===== config.mk =====
export PLATFORM = sky130hd
export DESIGN_NAME = ddr2_sys_master_0_bytes_to_packets
export DESIGN_NICKNAME = d
export VERILOG_FILES = /design/src/rtl/ddr2_sys_master_0_bytes_to_packets.sv
export SDC_FILE = /design/constraint.sdc
export NUM_CORES = 1
export LEC_CHECK = 0
export CAP_MARGIN = 0
export CORE_ASPECT_RATIO = 1.1
export CORE_MARGIN = 8
export CORE_UTILIZATION = 45
export DETAILED_ROUTE_END_ITERATION = 8
export GPL_TIMING_DRIVEN = 0
export PLACE_DENSITY_LB_ADDON = 0.25
export SLEW_MARGIN = 20
export SYNTH_ARGS = -nofsm -noshare
export SYNTH_HDL_FRONTEND = slang
export SYNTH_SLANG_ARGS = --single-unit

===== constraint.sdc =====
create_clock -name clk -period 1.9 [get_ports clk]
set_input_delay 0.38 -clock clk [delete_from_list [all_inputs] [get_ports clk]]
set_output_delay 0.38 -clock clk [all_outputs]
set_load 0.01 [all_outputs]

===== src/rtl/ddr2_sys_master_0_bytes_to_packets.sv =====
// Byte-stream to Avalon-ST packet decoder: strips SOP/EOP/channel markers and
// escape sequences, emitting registered data beats with sop/eop/channel.
module ddr2_sys_master_0_bytes_to_packets #(
    parameter int CHANNEL_WIDTH = 8
) (
    input  logic                     clk,
    input  logic                     reset_n,
    input  logic                     in_valid,
    input  logic [7:0]               in_data,
    output logic                     in_ready,
    output logic                     out_valid,
    output logic [7:0]               out_data,
    output logic                     out_startofpacket,
    output logic                     out_endofpacket,
    output logic [CHANNEL_WIDTH-1:0] out_channel,
    input  logic                     out_ready
);

    localparam logic [7:0] SOP_BYTE  = 8'h7A;
    localparam logic [7:0] EOP_BYTE  = 8'h7B;
    localparam logic [7:0] CHAN_BYTE = 8'h7C;
    localparam logic [7:0] ESC_BYTE  = 8'h7D;
    localparam logic [7:0] ESC_XOR   = 8'h20;

    logic                     esc_r;
    logic                     chan_next_r;
    logic                     pend_sop_r;
    logic                     pend_eop_r;
    logic [CHANNEL_WIDTH-1:0] chan_reg_r;

    logic                     esc_s;
    logic                     chan_next_s;
    logic                     pend_sop_s;
    logic                     pend_eop_s;
    logic [CHANNEL_WIDTH-1:0] chan_reg_s;
    logic                     accept_s;
    logic                     have_val_s;
    logic                     load_s;
    logic [7:0]               value_s;

    // Every byte type, markers included, waits for the output register to free up.
    assign in_ready = !out_valid || out_ready;

    // Byte classification and decoder state update.
    always_comb begin
        accept_s    = in_valid && in_ready;
        esc_s       = esc_r;
        chan_next_s = chan_next_r;
        pend_sop_s  = pend_sop_r;
        pend_eop_s  = pend_eop_r;
        chan_reg_s  = chan_reg_r;
        have_val_s  = 1'b0;
        load_s      = 1'b0;
        value_s     = in_data;

        if (accept_s) begin
            if (esc_r) begin
                // Escaped byte is always a value, even inside a channel sequence.
                value_s    = in_data ^ ESC_XOR;
                esc_s      = 1'b0;
                have_val_s = 1'b1;
            end else if (in_data == ESC_BYTE) begin
                esc_s = 1'b1;
            end else if (chan_next_r) begin
                have_val_s = 1'b1;
            end else begin
                case (in_data)
                    SOP_BYTE: begin
                        pend_sop_s = 1'b1;
                        pend_eop_s = 1'b0;
                    end
                    EOP_BYTE:  pend_eop_s  = 1'b1;
                    CHAN_BYTE: chan_next_s = 1'b1;
                    default:   have_val_s  = 1'b1;
                endcase
            end
        end else begin
            have_val_s = 1'b0;
        end

        if (have_val_s) begin
            if (chan_next_r) begin
                chan_reg_s  = value_s[CHANNEL_WIDTH-1:0];
                chan_next_s = 1'b0;
            end else begin
                load_s     = 1'b1;
                pend_sop_s = 1'b0;
                pend_eop_s = 1'b0;
            end
        end else begin
            load_s = 1'b0;
        end
    end

    // Decoder state registers.
    always_ff @(posedge clk or negedge reset_n) begin
        if (!reset_n) begin
            esc_r       <= 1'b0;
            chan_next_r <= 1'b0;
            pend_sop_r  <= 1'b0;
            pend_eop_r  <= 1'b0;
            chan_reg_r  <= {CHANNEL_WIDTH{1'b0}};
        end else begin
            esc_r       <= esc_s;
            chan_next_r <= chan_next_s;
            pend_sop_r  <= pend_sop_s;
            pend_eop_r  <= pend_eop_s;
            chan_reg_r  <= chan_reg_s;
        end
    end

    // Output beat register; a new load wins over the handshake clear.
    always_ff @(posedge clk or negedge reset_n) begin
        if (!reset_n) begin
            out_valid         <= 1'b0;
            out_data          <= 8'h00;
            out_startofpacket <= 1'b0;
            out_endofpacket   <= 1'b0;
            out_channel       <= {CHANNEL_WIDTH{1'b0}};
        end else if (load_s) begin
            out_valid         <= 1'b1;
            out_data          <= value_s;
            out_startofpacket <= pend_sop_r;
            out_endofpacket   <= pend_eop_r;
            out_channel       <= chan_reg_r;
        end else if (out_ready) begin
            out_valid <= 1'b0;
        end else begin
            out_valid <= out_valid;
        end
    end

endmodule


# Word-level counts from Yosys, hierarchy flattened
# Cells that the tools add are included.
# word_totals
register_bits,31
in_bits,12
output_inout_bits,20
wordCells,55
# classes
eq_ne,4
n_mux,34
reduce_logical,6
bitwise_logic,1
# op_table
cell,n
$eq 8x7->1 const B,4
$mux 1,31
$mux 6,2
$reduce_or 3->1,1
$pmux 1 s2,1
$reduce_and 2->1,1
$reduce_bool 2->1,1
$logic_and 1x1->1,1
$logic_not 1->1,1
$logic_or 1x1->1,1
$not 1->1,1

# Depth between registers and ports, before layout
# logic_depth
depth_word,9
depth_mapped,5
depth_no_buf,4

# Worst setup path before layout
# Ideal clock, no wire load.
# synth_timing
path_type,in2reg
start,in in_data[2]
end,reg out_channel[0]
required_ns,1.775
arrival_ns,1.436
path_slack_ns,0.339
setup_time_ns,0.125
stages,5
n_path_buf,2
path_cell_list,buf_2 xor2_1 a21oi_2 buf_6 mux2_4
# synth_between
elab_chain_len,8
elab_cells_between_ends,11
cone_classes,eq/ne: 4; mux: 6; reduce/logical: 1
# synth_rtl
item,line_no,rtl
from (decl),9,"input logic [7:0] in_data,"
$eq 8x7->1,67,case (in_data)
$reduce_or 3->1 (no line),--,
$mux 1,67,
$mux 1,64,end else if (chan_next_r) begin
$mux 1 *,62,end else if (in_data == ESC_BYTE) begin
$mux 1 *,57,if (esc_r) begin
$mux 1 *,56,if (accept_s) begin
$mux 1 *,81,if (have_val_s) begin
to (signal assigned),119,out_channel <= {CHANNEL_WIDTH{1'b0}};
to (signal assigned),125,out_channel <= chan_reg_r;
to (decl),15,"output logic [CHANNEL_WIDTH-1:0] out_channel,"
# Every way passes the cells marked *; elsewhere a longest branch is shown, timed or not.
# A chain may end at the register's enable or synchronous reset.

# Final worst setup path
# layout_timing
start,in in_data[3]
end,reg out_data[7]
# layout_between
elab_chain_len,8
elab_cells_between_ends,11
cone_classes,eq/ne: 4; mux: 6; reduce/logical: 1
# layout_rtl
item,line_no,rtl
$eq 8x7->1,67,
$reduce_or 3->1 (no line),--,
$mux 1,67,
$mux 1,64,
$mux 1 *,62,
$mux 1 *,57,
$mux 1 *,56,
$mux 1 *,81,
to (signal assigned),122,out_data <= value_s;
to (decl),12,"output logic [7:0] out_data,"
# Marks and branches as above.

==> metrics.md <==
| Metric | Value |
|---|---|
| Outcome | `finished clean` |
| CTS Buf Count | `5` |
| CP endpoint kind | `flop` |
| Largest net degree at the start of global routing | `32` |
| Synth area leaders | `dfrtp_1 (56%), mux2_2 (11%), mux2_4 (11%), o21ai_0 (2.5%), nand4b_4 (1.7%)` |
| Total GRT Usage | `12.07%` |
| Tmin final | `1.814 ns` |
| Iter 0 DRT Violations | `49` |
| Critical Path Fanout Max | `10` |
| FP Rows | `21` |
| Clock tree buffer depth | `2` |
| Syn avg cell area | `14.20 µm²` |
| Worst Max-Slew Pin Slew | `0.6763 ns` |
| Starting Density | `46.45%` |
| CTS tree | `done` |
| Setup Total Neg Slack | `0 ns` |
| Post-DRT Antenna Nets | `0` |
| Max IR drop VDD | `0.4379 mV` |
| Final period util | `95.49%` |
| Fmax | `551.2 MHz` |
| DPL Wire Length | `2.097 mm` |
| Die area | `0.005129 mm²` |
| Rel. slew slack | `54.91%` |
| DR pass1 iterations | `4` |
| Die W | `69.02 µm` |
| Worst Skew | `0.008112 ns` |
| Clock latency at the later pin of the worst-skew pair | `0.33 ns` |
| Share of cells above drive strength 1 | `32.61%` |
| Io pins | `32` |
| Pwr Density | `760.3 mW/mm²` |
| Number of port buffers | `30` |
| Netlist Area Pre-Place | `0.001391 mm²` |
| Critical path type | `primary input to flop` |
| Fin nets | `149` |
| Worst Path Required | `2.11 ns` |
| Final hold vios | `0` |
| Tot Pwr | `1363 µW` |
| DR vias | `906` |
| Remaining global-route overflow | `0` |
| Post-synthesis sequential area ratio | `55.76%` |
| Number of synthesized register bits | `31` |
| Die height | `74.32 µm` |
| RSZ-0062 raised after global routing | `no` |
| Gate Count Post-Synth | `98` |
| Setup crit start kind | `primary input` |
| Post-synth EDFFs | `0` |
| Min-delay worst type | `primary input to async pin` |
| DR vias/cell | `5.267` |
| Routability Congestion | `0.7852` |
| Clk sinks | `31` |
| Wire length per cell | `16.68 µm` |
| Top cell type's share of synthesized area | `55.76%` |
| Yosys warns | `0` |
| Core Region | `0.002995 mm²` |
| Total routed wirelength | `2.869 mm` |
| Asr flop ratio synth | `100.0%` |
| H-tree Lvls | `2` |
| First-pass GRT wire length | `4.947 mm` |
| Commonest cells after routing, fill and taps aside | `dfrtp_1 (31), clkdlybuf4s50_1 (28), mux2_2 (14), mux2_4 (10), o21ai_0 (7)` |
| WHS | `0.07936 ns` |
| Root Buffer | `clkbuf_4` |
| Leakage power | `0.0008238 µW` |
| Antenna violations before repair | `0` |
| Max-slew violations | `0` |
| CP arrival | `2.03 ns` |
| Synth unique cells | `30` |
| Leading area contributor after synthesis | `dfrtp_1` |
| Commonest non-fill, non-tap cell in the layout | `dfrtp_1` |
| Post-route DRC | `0` |
| Final setup fails | `0` |
| Clk pin slew, worst setup/hold paths | `0.10 ns` |
| Ant diodes | `0` |
| FF-to-FF setup slack | `0.28 ns` |
| Vias in the first global route | `1035` |
| Post-Syn Nets | `110` |
| Main flop type after synthesis | `dfrtp_1` |
| Area growth from synthesis to layout | `28.87%` |
| Max cap viols | `0` |
[repair_timing]
| item | 4_1_cts | 5_1_grt |
|---|---|---|
| buffers inserted | 2 | 0 |
| hold buffers | 0 | 0 |
| resized for setup | 1 | 0 |
| setup endpoints to repair | 11 | 0 |
[registers in the layout, indices dropped and copies added, names as in the netlist]
register	count
out_startofpacket	1
out_channel	8
esc_r	1
chan_next_r	1
pend_sop_r	1
out_valid	1
out_data	8
out_endofpacket	1
pend_eop_r	1
chan_reg_r	8
[cells in the mapped netlist, types with 2 or more instances]
master,number
nand2_1,3
nand3_1,2
nor2b_1,2
mux2_2,14
o22ai_1,2
o21ai_0,7
inv_1,3
or2_2,2
o41ai_1,2
a22oi_1,2
mux2_4,10
dfrtp_1,31
[power by group]
part	switching, µW	internal [µW]	leakage (µW)	total [µW]
clock network	216	144	0.0000293	360
registers	28.0	708	0.000412	736
logic	113	155	0.000382	267
total	357	1010	0.000824	1360
[per-layer routing]
metal	part of all wire, %	track usage, %	up-vias	wire length, µm
met4	2.1	6.606	0	61
met3	6.3	5.067	9	182
met2	49	20.29	28	1410
met5	0	0	-	0
met1	42	12.76	436	1215
li1	-	-	433	-
[cell families after synthesis]
logic type	synth area share [%]
AND/OR/NAND/NOR	10.43
buffers and inverters	2.247
flip-flops	55.76
multiplexers	22.12
AO/OA/AOI/OAI	8.184
XOR/XNOR	1.259
[path summary, 6_finish.rpt]
path | startpoint | endpoint | cells past startpoint
worst max-delay path | in_data[3] | out_data[7] | 6
worst min-delay path | reset_n | out_channel[1] | 1
worst max register to register | out_valid | out_data[7] | 5
worst min register to register | chan_reg_r[2] | out_channel[2] | 1
max in group asynchronous | reset_n | chan_reg_r[7] | 1
min in group clk | in_data[2] | pend_eop_r | 2
[worst max-delay path, stage by stage]
cell             delay, ns
clkdlybuf4s50_1       0.58
nand4b_4              0.17
nor3b_4               0.26
a21oi_2               0.14
buf_6                 0.19
mux2_4                0.31
[through the flow]
step / setup WS, ns / cell area [µm²] / util [%] / cells
CTS: 0.09529 / 1793 / 59.86 / 172
detailed placement: -0.3780 / 1729 / 57.73 / 162
global route: 0.02062 / 1793 / 59.86 / 172
floorplan: 0.3392 / 1391 / - / 98
finish: 0.08566 / 1793 / 59.86 / 172
global placement: -0.3466 / 1734 / 57.89 / 162
[area by class of cell]
class                   instances  area, µm²
well taps                      34      42.54
multi-input cells              61      584.3
plain buffers                   3      20.02
clock inverters                 1      5.005
repair buffers                 32      309.0
inverters                       3      11.26
fillers                       271       1202
clock buffers                   7      45.04
flip-flops and latches         31      775.7
(Power assumes the default switching activity.)
